## src/rtl/usp_cfg_ext_vsec_responder.sv

```systemverilog
// rtl/usp_cfg_ext_vsec_responder.sv - USP config-extended VSEC read/write responder
//
// Purpose: answers config-extended reads forwarded by the PCIe IP with a
// one-cycle valid pulse RD_LATENCY cycles after the read strobe. It implements
// one VSEC on function 0 that exposes the snooped switch bus numbers, two
// scratch registers and read/write access counters. Reads that miss the VSEC
// return zero, because the IP always expects a response.
//
// Ports:
//   usp_user_clk, usp_user_reset      clock, asynchronous active-high reset
//   usp_cfg_ext_read_received         read request strobe
//   usp_cfg_ext_write_received        write request strobe
//   usp_cfg_ext_register_number       DWORD register number
//   usp_cfg_ext_function_number       function number
//   usp_cfg_ext_write_data/_byte_enable  write payload and byte enables
//   usp_pri/sec/sub_bus, all_bus_numbers_ready  snooped bus numbers
//   usp_cfg_ext_read_data(_valid)     read response and its strobe
//   rd_overrun                        sticky flag for a read that was dropped
module usp_cfg_ext_vsec_responder #(
   parameter logic [9:0]  VSEC_BASE  = 10'h3A0,
   parameter logic [11:0] NEXT_PTR   = 12'h000,
   parameter logic [15:0] VSEC_ID    = 16'h5357,
   parameter logic [3:0]  VSEC_REV   = 4'h1,
   parameter int unsigned RD_LATENCY = 2
) (
   input  logic        usp_user_clk,
   input  logic        usp_user_reset,
   input  logic        usp_cfg_ext_read_received,
   input  logic        usp_cfg_ext_write_received,
   input  logic [9:0]  usp_cfg_ext_register_number,
   input  logic [7:0]  usp_cfg_ext_function_number,
   input  logic [31:0] usp_cfg_ext_write_data,
   input  logic [3:0]  usp_cfg_ext_write_byte_enable,
   input  logic [7:0]  usp_pri_bus,
   input  logic [7:0]  usp_sec_bus,
   input  logic [7:0]  usp_sub_bus,
   input  logic        all_bus_numbers_ready,
   output logic [31:0] usp_cfg_ext_read_data,
   output logic        usp_cfg_ext_read_data_valid,
   output logic        rd_overrun
);

   typedef enum logic {S_IDLE, S_WAIT} state_t;

   state_t      state_q, state_d;
   logic [3:0]  lat_q, lat_d;
   logic [31:0] data_q, data_d;
   logic [31:0] scratch0_q, scratch0_d;
   logic [31:0] scratch1_q, scratch1_d;
   logic [15:0] rd_cnt_q, rd_cnt_d;
   logic [15:0] wr_cnt_q, wr_cnt_d;
   logic        overrun_q, overrun_d;

   logic [9:0]  offset;
   logic        hit;
   logic        rd_accept;
   logic        wr_scratch;
   logic        wr_clear;
   logic [31:0] rd_mux;

   function automatic logic [31:0] merge_bytes(input logic [31:0] old_v,
                                               input logic [31:0] new_v,
                                               input logic [3:0]  be);
      logic [31:0] r;
      for (int b = 0; b < 4; b++)
         r[b*8 +: 8] = be[b] ? new_v[b*8 +: 8] : old_v[b*8 +: 8];
      return r;
   endfunction

   assign offset = usp_cfg_ext_register_number - VSEC_BASE;
   assign hit    = (usp_cfg_ext_function_number == 8'd0) &&
                   (usp_cfg_ext_register_number >= VSEC_BASE) &&
                   (usp_cfg_ext_register_number <= VSEC_BASE + 10'd5);

   // Reads are only taken in IDLE; anything arriving while a response is
   // pending (including its valid cycle) is dropped and flagged.
   assign rd_accept  = usp_cfg_ext_read_received && (state_q == S_IDLE);
   assign wr_scratch = usp_cfg_ext_write_received && hit &&
                       ((offset == 10'd3) || (offset == 10'd4)) &&
                       (|usp_cfg_ext_write_byte_enable);
   assign wr_clear   = usp_cfg_ext_write_received && hit && (offset == 10'd5);

   // Read mux uses current register values, so a same-cycle write is not seen.
   always_comb begin
      rd_mux = 32'h0;
      if (hit) begin
         case (offset)
            10'd0:   rd_mux = {NEXT_PTR, 4'h1, 16'h000B};
            10'd1:   rd_mux = {12'h018, VSEC_REV, VSEC_ID};
            10'd2:   rd_mux = {7'b0, all_bus_numbers_ready, usp_sub_bus,
                               usp_sec_bus, usp_pri_bus};
            10'd3:   rd_mux = scratch0_q;
            10'd4:   rd_mux = scratch1_q;
            10'd5:   rd_mux = {wr_cnt_q, rd_cnt_q};
            default: rd_mux = 32'h0;
         endcase
      end
   end

   // FSM: state register
   always_ff @(posedge usp_user_clk or posedge usp_user_reset) begin
      if (usp_user_reset) begin
         state_q <= S_IDLE;
         lat_q   <= 4'd0;
         data_q  <= 32'h0;
      end else begin
         state_q <= state_d;
         lat_q   <= lat_d;
         data_q  <= data_d;
      end
   end

   // FSM: next state
   always_comb begin
      state_d = state_q;
      lat_d   = lat_q;
      data_d  = data_q;
      case (state_q)
         S_IDLE: begin
            if (usp_cfg_ext_read_received) begin
               data_d  = rd_mux;
               lat_d   = 4'(RD_LATENCY - 1);
               state_d = S_WAIT;
            end
         end
         S_WAIT: begin
            if (lat_q == 4'd0) state_d = S_IDLE;
            else               lat_d   = lat_q - 4'd1;
         end
         default: state_d = S_IDLE;
      endcase
   end

   // FSM: outputs
   always_comb begin
      usp_cfg_ext_read_data_valid = (state_q == S_WAIT) && (lat_q == 4'd0);
      usp_cfg_ext_read_data       = usp_cfg_ext_read_data_valid ? data_q : 32'h0;
   end

   assign rd_overrun = overrun_q;

   // Register file, counters and overrun flag; writes land in any FSM state.
   always_comb begin
      scratch0_d = scratch0_q;
      scratch1_d = scratch1_q;
      rd_cnt_d   = rd_cnt_q;
      wr_cnt_d   = wr_cnt_q;
      overrun_d  = overrun_q | (usp_cfg_ext_read_received && (state_q == S_WAIT));
      if (usp_cfg_ext_write_received && hit && (offset == 10'd3))
         scratch0_d = merge_bytes(scratch0_q, usp_cfg_ext_write_data,
                                  usp_cfg_ext_write_byte_enable);
      if (usp_cfg_ext_write_received && hit && (offset == 10'd4))
         scratch1_d = merge_bytes(scratch1_q, usp_cfg_ext_write_data,
                                  usp_cfg_ext_write_byte_enable);
      if (rd_accept && hit && (rd_cnt_q != 16'hFFFF)) rd_cnt_d = rd_cnt_q + 16'd1;
      if (wr_scratch && (wr_cnt_q != 16'hFFFF))       wr_cnt_d = wr_cnt_q + 16'd1;
      // Clear takes priority over a same-cycle increment.
      if (wr_clear) begin
         rd_cnt_d = 16'h0;
         wr_cnt_d = 16'h0;
      end
   end

   always_ff @(posedge usp_user_clk or posedge usp_user_reset) begin
      if (usp_user_reset) begin
         scratch0_q <= 32'h0;
         scratch1_q <= 32'h0;
         rd_cnt_q   <= 16'h0;
         wr_cnt_q   <= 16'h0;
         overrun_q  <= 1'b0;
      end else begin
         scratch0_q <= scratch0_d;
         scratch1_q <= scratch1_d;
         rd_cnt_q   <= rd_cnt_d;
         wr_cnt_q   <= wr_cnt_d;
         overrun_q  <= overrun_d;
      end
   end

endmodule

```

## config.mk

```make
export PLATFORM = sky130hd
export DESIGN_NAME = usp_cfg_ext_vsec_responder
export DESIGN_NICKNAME = d
export VERILOG_FILES = /design/src/rtl/usp_cfg_ext_vsec_responder.sv
export SDC_FILE = /design/constraint.sdc
export NUM_CORES = 1
export LEC_CHECK = 0
export ABC_AREA = 1
export BUFFER_PORTS_ARGS = -buffer_cell sky130_fd_sc_hd__buf_2
export CORE_MARGIN = 2
export CORE_UTILIZATION = 35
export DETAILED_ROUTE_END_ITERATION = 8
export PLACE_DENSITY_LB_ADDON = 0.3
export SLEW_MARGIN = 30
export SYNTH_ARGS = -nofsm -noshare
export SYNTH_HDL_FRONTEND = slang
export SYNTH_SLANG_ARGS = --single-unit
```

## constraint.sdc

```tcl
create_clock -name usp_user_clk -period 4.8 [get_ports usp_user_clk]
set_input_delay 0 -clock usp_user_clk [delete_from_list [all_inputs] [get_ports usp_user_clk]]
set_output_delay 0 -clock usp_user_clk [all_outputs]
set_load 0.02 [all_outputs]
```

Word-level counts from Yosys, hierarchy flattened
Cells that the tools add are included.

Latch bits: 0. Memory bits (writable): 0. Bits of input ports: 83. Bits in registers: 134. Memory bits (read-only): 0. Memories kept: 0.

Reduce and logical (&&, ||, !) cells: 31. $add $sub $neg: 4. Multiply operators: 0. Bitwise logic cells: 2. Multiplexer cells: 13. Divide/modulo/power cells: 0. Magnitude comparators: 2. Shifts and indexed selects: 0. Equality and inequality tests: 9.

Operator list (count): one-hot mux 32 bit (6 select lines) (1); 2-to-1 mux 16 bit (4); 2-to-1 mux 32 bit (2); adder 16 x 1 -> 16 bit, second input constant (2); inequality test 16 bit, second input constant (2); equality test 10 x 2 -> 1 bit, second input constant (2); equality test 10 x 3 -> 1 bit, second input constant (2); AND reduction 2 bit (10); logical AND 1 bit (14); equality test 10 x 1 -> 1 bit, second input constant (1); greater-or-equal comparator 10 bit, second input constant (1); <= comparator 10 bit, second input constant (1); logical NOT 10 bit (1); subtractor 10 bit, second input constant (1); logical NOT 8 bit (1); 2-to-1 mux 4 bit (2); one-hot mux 4 bit (2 select lines) (1); logical NOT 4 bit (1); inequality test 2 bit, second input constant (2); nonzero test 2 bit (2); OR reduction 4 bit (1); subtractor 4 x 1 -> 4 bit, second input constant (1); 2-to-1 mux 1 bit (2); one-hot mux 1 bit (2 select lines) (1); 3 further kinds (3).

Longest topological paths before layout
Gate-level depths: netlist (run 1).

Depth in word-level cells: 9. Depth in mapped cells: 15. Gate-level depth less buffers: 14.

Worst setup path after synthesis (run 1)
No wires, ideal clock.

Path kind: flip-flop to output port. Start point: register lat_q[0]. End point: output usp_cfg_ext_read_data[10]. Stages on the path, launching flop included: 8. Setup slack: 3.110 ns. Data required time: 4.800 ns. Arrival time: 1.690 ns. Cell sequence: dfrtp_1 inv_1 ha_1 nand3_1 nor2_1 inv_1 clkbuf_1 nor2_1.

Cells in the longest elaborated chain, start to end: 3.

Ends and longest elaborated chain: start, declared (RTL line 46) `logic [3:0] lat_q, lat_d;`; start signal, assigned (RTL line 108) `lat_q <= lat_d;`; logical NOT 4 bit (RTL line 136) `usp_cfg_ext_read_data_valid = (state_q == S_WAIT) && (lat_q == 4'd0);`; logical AND 1 bit (RTL line 136); named net usp_cfg_ext_read_data_valid (RTL line 39) `output logic usp_cfg_ext_read_data_valid,`; 2-to-1 mux 32 bit (RTL line 137) `usp_cfg_ext_read_data = usp_cfg_ext_read_data_valid ? data_q : 32'h0;`; end, declared (RTL line 38) `output logic [31:0] usp_cfg_ext_read_data,`.

The timed path passes the listed nets, and every way through them passes these cells.

Worst setup path after layout (run 1)
Start point: register state_q. End point: register data_q[28].

Cells in the longest elaborated chain, start to end: 2.

Ends and longest elaborated chain: start, declared (RTL line 45) `state_t state_q, state_d;`; start signal, assigned (RTL line 107) `state_q <= state_d;`; NOT 1 bit (no source line); AND reduction 2 bit (no source line); end signal, assigned (RTL line 109) `data_q <= data_d;`; end, declared (RTL line 47) `logic [31:0] data_q, data_d;`.

Every way passes these cells. A chain may end at the register's enable or synchronous reset.

==> results of run 1 <==
## critical path, stage by stage (launching register included)
cell	delay [ps]
dfrtp_1	390
nor2_1	380
clkinv_1	530
nor2_1	310
nand2_1	100
inv_2	440
nand2_1	150
nand2_1	80
## power by group through the flow
stage	sequential (mW)	clock [mW]	combinational, mW
after floorplan	1.18	0	0.192
after global placement	1.18	0	0.294
after detailed placement	1.18	0	0.303
after CTS	1.16	1.41	0.331
after global routing	1.16	1.47	0.374
final	1.16	1.40	0.325
## flip-flops by register name, indices dropped and copies added (netlist names)
signal	flops
data_q	32
scratch0_q	32
scratch1_q	32
rd_cnt_q	16
wr_cnt_q	16
lat_q	4
rd_overrun	1
state_q	1
## cell families (layout without fill, tap and decap cells)
group | after synthesis | in the layout
simple gates | 654 | 654
buf+inv | 180 | 344
flops | 134 | 134
compound gates | 106 | 106
xor+xnor | 9 | 9
fa+ha+maj | 4 | 4
## cells in the mapped netlist, drive strengths merged
master and instances:
clkinv 2, clkbuf 7, xnor2 4, ha 4
o22ai 3, inv 144, or3b 1, nand4 33
dfrtp 134, and3 1, a21oi 9, nor3 12
o21ai 83, xor2 5, o211ai 8, nor2 134
nand3 102, o21bai 3, buf 27, nand3b 3
or2 3, nand2 365
## per-layer routing
| metal | vias to the layer above | track usage (%) | part of all wire (%) |
|---|---|---|---|
| li1 | 3733 | - | - |
| met1 | 3466 | 25.6 | 45 |
| met2 | 191 | 33.9 | 48 |
| met3 | 28 | 4.16 | 4.7 |
| met4 | 0 | 6.57 | 1.7 |
| met5 | - | 0 | 0 |
## cell type report
| class | instances | area (µm²) | area share, % |
|---|---|---|---|
| Clock buffer | 17 | 425 | 4.48 |
| Timing Repair Buffer | 166 | 1070 | 11.3 |
| Sequential cell | 134 | 3350 | 35.3 |
| Inverter | 146 | 552 | 5.81 |
| Multi-Input combinational cell | 773 | 3550 | 37.3 |
| Clock inverter | 15 | 200 | 2.11 |
| Tap cell | 280 | 350 | 3.69 |
## metrics by stage
step	hold slack (ps)	worst slack (ps)	area [µm²]	utilization, %	cells
after floorplan	145	1220	7630	-	1087
after global placement	-93.9	2160	8420	39.0	1455
after detailed placement	-91.6	2090	8430	39.0	1455
after CTS	3.77	2410	9500	43.9	1531
after global routing	31.1	2190	9500	43.9	1531
final	3.88	2350	9500	43.9	1531
## worst max path at each step
stage / slack [ps] / cells after the start / start / to
floorplan: 1220 / 1 / usp_user_reset / data_q[0]$_DFFE_PP0P_
global placement: 2160 / 16 / usp_cfg_ext_register_number[5] / wr_cnt_q[4]$_DFFE_PP0P_
detailed placement: 2090 / 16 / usp_cfg_ext_register_number[5] / wr_cnt_q[4]$_DFFE_PP0P_
CTS: 2410 / 7 / state_q$_DFF_PP0_ / data_q[28]$_DFFE_PP0P_
global route: 2190 / 7 / state_q$_DFF_PP0_ / data_q[28]$_DFFE_PP0P_
finish: 2350 / 7 / state_q$_DFF_PP0_ / data_q[28]$_DFFE_PP0P_
==> metrics.md, run 1 <==
| Metric | Value |
|---|---|
| Setup TNS | 0 ps |
| Fraction of layout cells with a size suffix above 1 | 16.1% |
| Max VDD drop | 0.232 mV |
| CTS tree | built |
| Nets | 1,325 |
| Global Route Usage Sum | 20.0% |
| Setup Fix Bufs, Post-CTS | 0 |
| Largest net degree at the start of global routing | 79 |
| Worst slew pin tran | 853 ps |
| Final hold vios | 0 |
| Compound-gate portion of the synthesized area | 7.41% |
| Synth Area in Simple Gates | 37.3% |
| Clock power frac | 48.5% |
| Sink Count | 134 |
| Vias in the first global route | 7,042 |
| Leak | 4.88 nW |
| RSZ-0062 raised after global routing | false |
| Synth warn | 0 |
| Clock-pin slew on the worst setup and hold paths | 70 ps |
| Mux contribution to synthesized area | 0% |
| Initial core utilization | 35.3% |
| Sequential-to-total area share from yosys stat | 44.0% |
| Adder-cell share of the synthesized area | 0.656% |
| CTS Hold Bufs | 44 |
| Worst r2r dst | data_q[28]$_DFFE_PP0P_ |
| First-pass GRT wire length | 35.9 mm |
| DRT iter0 DRCs | 500 |
| Worst hold path endpoint | data_q[20]$_DFFE_PP0P_ |
| Seq pwr share | 40.2% |
| Layout area overhead | 24.5% |
| Chip height | 152 µm |
| Max cap viols | 0 |
| Setup Skew | 8.61 ps |
| Worst Hold Depth | 5 |
| P per Cell Area | 304 nW/µm² |
| Clock Latency Late Sink | 430 ps |
| Worst r2r src | state_q$_DFF_PP0_ |
| Max clock buf depth | 2 |
| Drt total wl | 22.3 mm |
| Seq cells post-synth | 134 |
| Setup-failing EPs final | 0 |
| Sw Share | 26.2% |
| CP Launch Type | flip-flop |
| R2R depth | 7 |
| Critical path class | reg2reg |
| Routed vias | 7,418 |
| Resize count post-CTS | 0 |
| Num rows | 54 |
| CP Data Required Time | 5170 ps |
| Slew Viols, Final | 0 |
| XOR/XNOR Fraction of Synth Area | 1.03% |
| Gate Count Post-Synth | 1,087 |
| Port bufs | 116 |
| Switch Pwr | 756 µW |
| Slew HR | 43.0% |
| I/O Pins | 117 |
| Synth area leader | dfrtp_1 |
| Detailed placement HPWL | 15.5 mm |
| CTS Buf Count | 17 |
| Largest family of logic cells by synthesized area | simple AND/OR/NAND/NOR gates |
| Int Power | 2.13 mW |
| Worst setup EP type | flip-flop |
| Die area | 23,000 µm² |
| FF-to-FF setup slack | 2350 ps |
| Routed Antenna Nets | 0 |
| Tot Pwr | 2.89 mW |
| Final period util | 51.1% |
| Tmin final | 2450 ps |
| DR pass1 iterations | 5 |
| Global route overflow | 0 |
| Synth top area share | 44.0% |
| Fmax | 408 MHz |
| Min-delay src | usp_sub_bus[4] |
| Die width | 152 µm |
| Distinct cells, synth | 36 |
| Post-synth net total | 1,174 |
| DRC viols | 0 |
| Status | finished, final reports clean |
| Most common cell after layout, fill and taps aside | nand2_1 |
| Vias per inst | 4.85 |
| Commonest non-fill, non-tap cells in the layout | nand2_1 (362), dfrtp_1 (134), inv_1 (130) |
| DR WL/cell | 14.5 µm |
| Mapped Area | 7630 µm² |
| Max FO, Critical Path | 24 |
| Fill cell total of the finished layout | 2,231 |
| H-tree depth | 4 |
| Core area | 21,600 µm² |
| Logic pwr share | 11.2% |
| Hold Path Class | in2reg |
| Worst Path Arrival | 2820 ps |
| Syn avg cell area | 7.02 µm² |
| Initial antenna violation count | 0 |
| Root Buffer Master | clkbuf_16 |
| Placer Congestion | 0.873 |
| Area contributors post-synth | dfrtp_1 (44%), nand2_1 (18%), inv_1 (6.5%) |
| ANT cells | 0 |
No activity file was read; power rests on OpenSTA's default activity.
==> run 2, diff against run 1 <==
Clock period 4.8 ns to 2.1 ns, I/O delays scaled along.
==> run 2 against run 1 <==
Non-clock buffer count rose by 25. Routed wire length fell by 0.46%. Final cell count rose by 1.7%. Clock skew fell by 1.5 ps. Total power rose by 120%. Flip-flop and latch count did not move. Utilization rose by 1.0 points. Clock power rose by 110%. Critical path type unchanged. Critical endpoint is now wr_cnt_q[15]$_DFFE_PP0P_. Largest cell class unchanged.
==> metrics.md, run 2 (synthesized netlist as in run 1, its figures left out) <==
| Metric | Value |
|---|---|
| Status | finished, final reports clean |
| Max FO, Critical Path | 12 (-50%) |
| Max clock buf depth | 2 (unchanged) |
| Initial antenna violation count | 0 (unchanged) |
| Worst setup EP type | flip-flop |
| Initial core utilization | 35.3% (unchanged) |
| Placer Congestion | 0.864 (-1.0%) |
| Top Metal Used | met4 |
| Global Route Usage Sum | 20.0% (-0.050 points) |
| Clock power frac | 45.5% (-3.0 points) |
| WL met1 | 9.89 mm (-2.1%) |
| Setup TNS | 0 ps (unchanged) |
| CTS Buf Count | 17 (unchanged) |
| Worst path max stage delay | 410 ps (-120 ps) |
| Global route overflow | 0 (unchanged) |
| Vias per inst | 4.80 (-1.0%) |
| CTS tree | built |
| Drt total wl | 22.2 mm (-0.46%) |
| Detailed placement HPWL | 15.6 mm (+0.55%) |
| DRT iter0 DRCs | 412 (-18%) |
| H-tree depth | 4 (unchanged) |
| DR WL met2 | 10.7 mm (-0.33%) |
| Core area | 21,600 µm² (unchanged) |
| Num rows | 54 (unchanged) |
| Routed Antenna Nets | 0 (unchanged) |
| Chip height | 152 µm (unchanged) |
| Nets | 1,350 (+1.9%) |
| Commonest non-fill, non-tap cells in the layout | nand2_1 (362), dfrtp_1 (134), inv_1 (131) |
| Setup Skew | 7.09 ps (-1.52 ps) |
| Final period util | 90.2% (+39 points) |
| Tmin final | 1890 ps (-557 ps) |
| Seq pwr share | 42.1% (+1.9 points) |
| Bufs and invs on worst path | 0 (-2) |
| Met3 WL post-DR | 1.08 mm (+2.4%) |
| Die width | 152 µm (unchanged) |
| Leak | 4.98 nW (+2.1%) |
| DR pass1 iterations | 7 (+2) |
| Die area | 23,000 µm² (unchanged) |
| Max cap viols | 0 (unchanged) |
| Fill cell total of the finished layout | 2,228 (-0.13%) |
| Worst Path Arrival | 2250 ps (-570 ps) |
| Fraction of layout cells with a size suffix above 1 | 17.2% (+1.1 points) |
| Critical path class | reg2reg |
| Worst-path cell chain | ha_1, nand3_1, nand3b_1, o21ai_0, nor2_4, nand3_1, nand2_1, nand2_1, nor2_1 |
| Slew HR | 48.5% (+5.6 points) |
| Root Buffer Master | clkbuf_16 |
| RSZ-0062 raised after global routing | false |
| Sink Count | 134 (unchanged) |
| CP Data Required Time | 2460 ps (-2710 ps) |
| Int Power | 4.59 mW (+120%) |
| Worst slew pin tran | 770 ps (-83.1 ps) |
| Layout area overhead | 27.3% |
| CP Launch Type | flip-flop |
| Largest net degree at the start of global routing | 47 (-41%) |
| Max VDD drop | 0.517 mV (+120%) |
| Fmax | 528 MHz (+29%) |
| Slew Viols, Final | 0 (unchanged) |
| Tot Pwr | 6.32 mW (+120%) |
| Leading registers by flop count | data_q (32), scratch0_q (32), scratch1_q (32) |
| Hold Path Class | in2reg |
| Routed vias | 7,467 (+0.66%) |
| Sw Share | 27.4% (+1.2 points) |
| DR WL/cell | 14.2 µm (-2.1%) |
| First-pass GRT wire length | 35.6 mm (-0.62%) |
| I/O Pins | 117 (unchanged) |
| Clock Latency Late Sink | 420 ps (about the same) |
| DRC viols | 0 (unchanged) |
| Setup-failing EPs final | 0 (unchanged) |
| Switch Pwr | 1.73 mW (+130%) |
| Port bufs | 116 (unchanged) |
| Vias in the first global route | 7,202 (+2.3%) |
| Clock-pin slew on the worst setup and hold paths | 60 ps (about the same) |
| Logic pwr share | 12.4% (+1.2 points) |
| P per Cell Area | 651 nW/µm² (+110%) |
| Setup Fix Bufs, Post-CTS | 0 (unchanged) |
| Final hold vios | 0 (unchanged) |
| Critical-path top delay cell | dfrtp_1 |
| Most common cell after layout, fill and taps aside | nand2_1 |
| Kind of cell adding the most delay to the critical path | simple AND/OR/NAND/NOR gates |
[run 2: what timing repair did]
action	CTS	global route
hold buffers	50	0
gates resized for setup	0	1
endpoints found under the hold margin	108	0
endpoints found under the setup margin	0	18
[run 2: worst min-delay path: cells and delay by family]
kind / cells / cell delay (ps)
simple gates: 5 / 290
buf+inv: 2 / 120
[run 2: final timing paths]
check,startpoint,to,cells after the start,slack [ps]
setup / recovery,wr_cnt_q[0]$_DFFE_PP0P_,wr_cnt_q[15]$_DFFE_PP0P_,9,210
hold / removal,usp_pri_bus[2],data_q[2]$_DFFE_PP0P_,7,10
setup reg to reg,wr_cnt_q[0]$_DFFE_PP0P_,wr_cnt_q[15]$_DFFE_PP0P_,9,210
hold reg to reg,data_q[6]$_DFFE_PP0P_,data_q[6]$_DFFE_PP0P_,2,480
max in group asynchronous,usp_user_reset,data_q[8]$_DFFE_PP0P_,4,1140
min in group asynchronous,usp_user_reset,wr_cnt_q[14]$_DFFE_PP0P_,3,250
[run 2: stage by stage]
stage	hold slack [ps]	std cells	util [%]	area, µm²	setup WS, ps
2_1_floorplan	145	1087	-	7630	410
3_3_place_gp	172	1474	40.0	8640	180
3_5_place_dp	172	1474	40.0	8640	97.0
4_1_cts	1.33	1556	44.9	9710	116
5_1_grt	28.0	1556	44.9	9710	1.90
6_report	11.9	1557	44.9	9710	205
[run 2: final cells by class]
type | instances | area, µm² | share of cell area (%)
timing repair buffer | 191 | 1350 | 13.9
tap | 280 | 350 | 3.61
multi-input combinational | 773 | 3540 | 36.5
antenna | 1 | 2.50 | 0.0258
sequential | 134 | 3350 | 34.5
inverter | 146 | 553 | 5.69
clock buffer | 18 | 439 | 4.52
clock inverter | 14 | 126 | 1.30
[run 2: power by group through the flow]
stage | sequential (mW) | clock (mW) | combinational (mW)
detailed placement | 2.70 | 0 | 0.724
global placement | 2.70 | 0 | 0.704
floorplan | 2.70 | 0 | 0.440
finish | 2.66 | 2.88 | 0.786
global route | 2.66 | 3.04 | 0.886
CTS | 2.66 | 2.93 | 0.795
[run 2: routing by layer]
metal | vias up | track usage, %
li1 | 3791 | -
met1 | 3460 | 25.5
met2 | 178 | 33.3
met3 | 38 | 4.07
met4 | 0 | 7.64
met5 | - | 0
==> run 3, diff against run 2 <==
Settings changed: CORE_ASPECT_RATIO from default to 0.5.
Clock period 2.1 ns to 2.2 ns, I/O delays scaled along.
==> run 3 against run 2 <==
Via count grew 1.2%. Register-to-register slack better by 90 ps. Final area fell by 0.85%.
==> metrics.md, run 3 (synthesized netlist as in run 1, its figures left out) <==
| Metric | Value |
|---|---|
| Die area | 23,100 µm² (+0.32%) |
| Worst r2r src | wr_cnt_q[0]$_DFFE_PP0P_ |
| Routed vias | 7,558 (+1.2%) |
| Layout area overhead | 26.3% |
| CTS tree | built |
| Worst path max stage delay | 390 ps (-20 ps) |
| Port bufs | 116 (unchanged) |
| CP Data Required Time | 2200 ps (-260 ps) |
| Clock Latency Late Sink | 420 ps (about the same) |
| Setup Skew | 9.20 ps (+2.12 ps) |
| I/O Pins | 117 (unchanged) |
| Fmax | 506 MHz |
| ANT cells | 0 (-1) |
| Global route overflow | 0 (unchanged) |
| DRT iter0 DRCs | 535 (+30%) |
| Root Buffer Master | clkbuf_16 |
| Fraction of layout cells with a size suffix above 1 | 16.9% (-0.22 points) |
| Nets | 1,343 (-0.52%) |
| Max cap viols | 0 (unchanged) |
| H-tree depth | 4 (unchanged) |
| Worst Path Arrival | 1970 ps (-280 ps) |
| Drt total wl | 22.4 mm (+0.85%) |
| DR pass1 iterations | 5 (-2) |
| Global Route Usage Sum | 20.2% (+0.19 points) |
| Hold WS | 11.1 ps (-0.803 ps) |
| Routed Antenna Nets | 0 (unchanged) |
| Setup Fix Bufs, Post-CTS | 0 (unchanged) |
| Leak | 4.95 nW (-0.61%) |
| Die width | 213 µm (+40%) |
| Vias in the first global route | 7,266 (+0.89%) |
| Worst Setup SP | lat_q[0]$_DFFE_PP0P_ |
| Kind of cell adding the most delay to the critical path | buffers and inverters |
| Fill cell total of the finished layout | 2,186 (-1.9%) |
| Clock-pin slew on the worst setup and hold paths | 60 ps (about the same) |
| CP Launch Type | flip-flop |
| Worst hold path endpoint | data_q[5]$_DFFE_PP0P_ |
| Core area | 21,500 µm² (-0.38%) |
| Sink Count | 134 (unchanged) |
| P per Cell Area | 627 nW/µm² (-3.6%) |
| First-pass GRT wire length | 36.0 mm (+1.1%) |
| Max clock buf depth | 2 (unchanged) |
| Final period util | 89.8% |
| Slew Viols, Final | 0 (unchanged) |
| DR WL/cell | 14.3 µm (about the same) |
| Chip height | 108 µm (-29%) |
| Initial core utilization | 35.4% (+0.14 points) |
| Tot Pwr | 6.04 mW (-4.4%) |
| Worst slew pin tran | 506 ps (-264 ps) |
| Tmin final | 1970 ps |
| Worst-path cell chain | inv_1, ha_1, nand3_1, nor2_1, inv_1, buf_4, nor2_1, buf_2 |
| Cell count after placement | 1,492 (+1.2%) |
| Critical-path top delay cell | dfrtp_1 |
| Worst Hold Depth | 5 (-2) |
| Slew HR | 66.1% (+18 points) |
| Initial antenna violation count | 0 (unchanged) |
| Detailed placement HPWL | 16.4 mm (+5.4%) |
| Max VDD drop | 0.507 mV (-2.0%) |
| Worst setup EP type | output pin |
| Largest net degree at the start of global routing | 83 (+77%) |
| CTS Buf Count | 17 (unchanged) |
| Final hold vios | 0 (unchanged) |
| Final Util | 44.7% (-0.21 points) |
| DRC viols | 0 (unchanged) |
| R2R depth | 8 (-1) |
| Most common cell after layout, fill and taps aside | nand2_1 |
| Setup TNS | 0 ps (unchanged) |
| Placer Congestion | 0.920 (+6.4%) |
| Setup-failing EPs final | 0 (unchanged) |
| Hold Path Class | in2reg |
| Bufs and invs on worst path | 4 (+4) |
| Vias per inst | 4.82 (+0.44%) |
| Leading registers by flop count | data_q (32), scratch0_q (32), scratch1_q (32) |
| Fin cells | 1,569 (+0.77%) |
| Status | finished, final reports clean |
| FF-to-FF setup slack | 300 ps (+90 ps) |
| Max FO, Critical Path | 32 (+20) |
| Min-delay src | usp_pri_bus[5] |
| Critical path class | reg2out |
| RSZ-0062 raised after global routing | false |
| Commonest non-fill, non-tap cells in the layout | nand2_1 (362), dfrtp_1 (134), inv_1 (131) |
| Num rows | 38 (-30%) |
| Worst r2r dst | wr_cnt_q[15]$_DFFE_PP0P_ |
run 3: through the flow:
step,setup slack [ps],cell area [µm²]
2_1_floorplan,510,7630
3_3_place_gp,175,8610
3_5_place_dp,57.0,8610
4_1_cts,190,9630
5_1_grt,21.8,9630
6_report,225,9630
run 3: worst max-delay path by stage:
| stage | endpoint | slack [ps] | depth (start not counted) |
|---|---|---|---|
| finish | usp_cfg_ext_read_data[16] | 230 | 8 |
| global route | usp_cfg_ext_read_data[31] | 20 | 8 |
| CTS | usp_cfg_ext_read_data[28] | 190 | 8 |
| detailed placement | scratch1_q[28]$_DFFE_PP0P_ | 60 | 13 |
| global placement | scratch1_q[9]$_DFFE_PP0P_ | 170 | 13 |
| floorplan | usp_cfg_ext_read_data[10] | 510 | 7 |
run 3: repair_timing:
| item | 4_1_cts | 5_1_grt |
|---|---|---|
| endpoints found under the setup margin | 0 | 0 |
| endpoints found under the hold margin | 210 | 0 |
| hold buffers | 45 | 0 |
| gates resized for setup | 0 | 0 |
run 3: cell type report:
cell class	instances	area (µm²)	share of cell area, %
sequential	134	3350	34.8
timing repair buffer	184	1240	12.9
tap	300	375	3.90
multi-input combinational	773	3540	36.8
clock buffer	19	433	4.50
clock inverter	13	134	1.39
inverter	146	553	5.74
run 3: where the power goes:
group,internal [mW],leakage [nW],switching (mW)
clock,1.66,0.272,1.12
sequential,2.51,1.76,0.0236
combinational,0.258,2.92,0.468
total,4.43,4.95,1.61
run 3: metal layers:
metal	track usage, %	routed length [µm]	vias to the layer above	share of wire [%]
li1	-	-	3761	-
met1	27.3	10300	3549	46
met2	32.1	10300	206	46
met3	3.80	1290	42	5.8
met4	7.89	508	0	2.3
met5	0	0	-	0
run 3: worst register-to-register path, stage by stage (launching register included):
cell,delay (ps)
dfrtp_1,410
ha_1,240
nand3_1,100
nand3b_1,190
o21ai_0,160
nor2_4,350
nand3_1,160
nor2_1,120
nor2_1,50
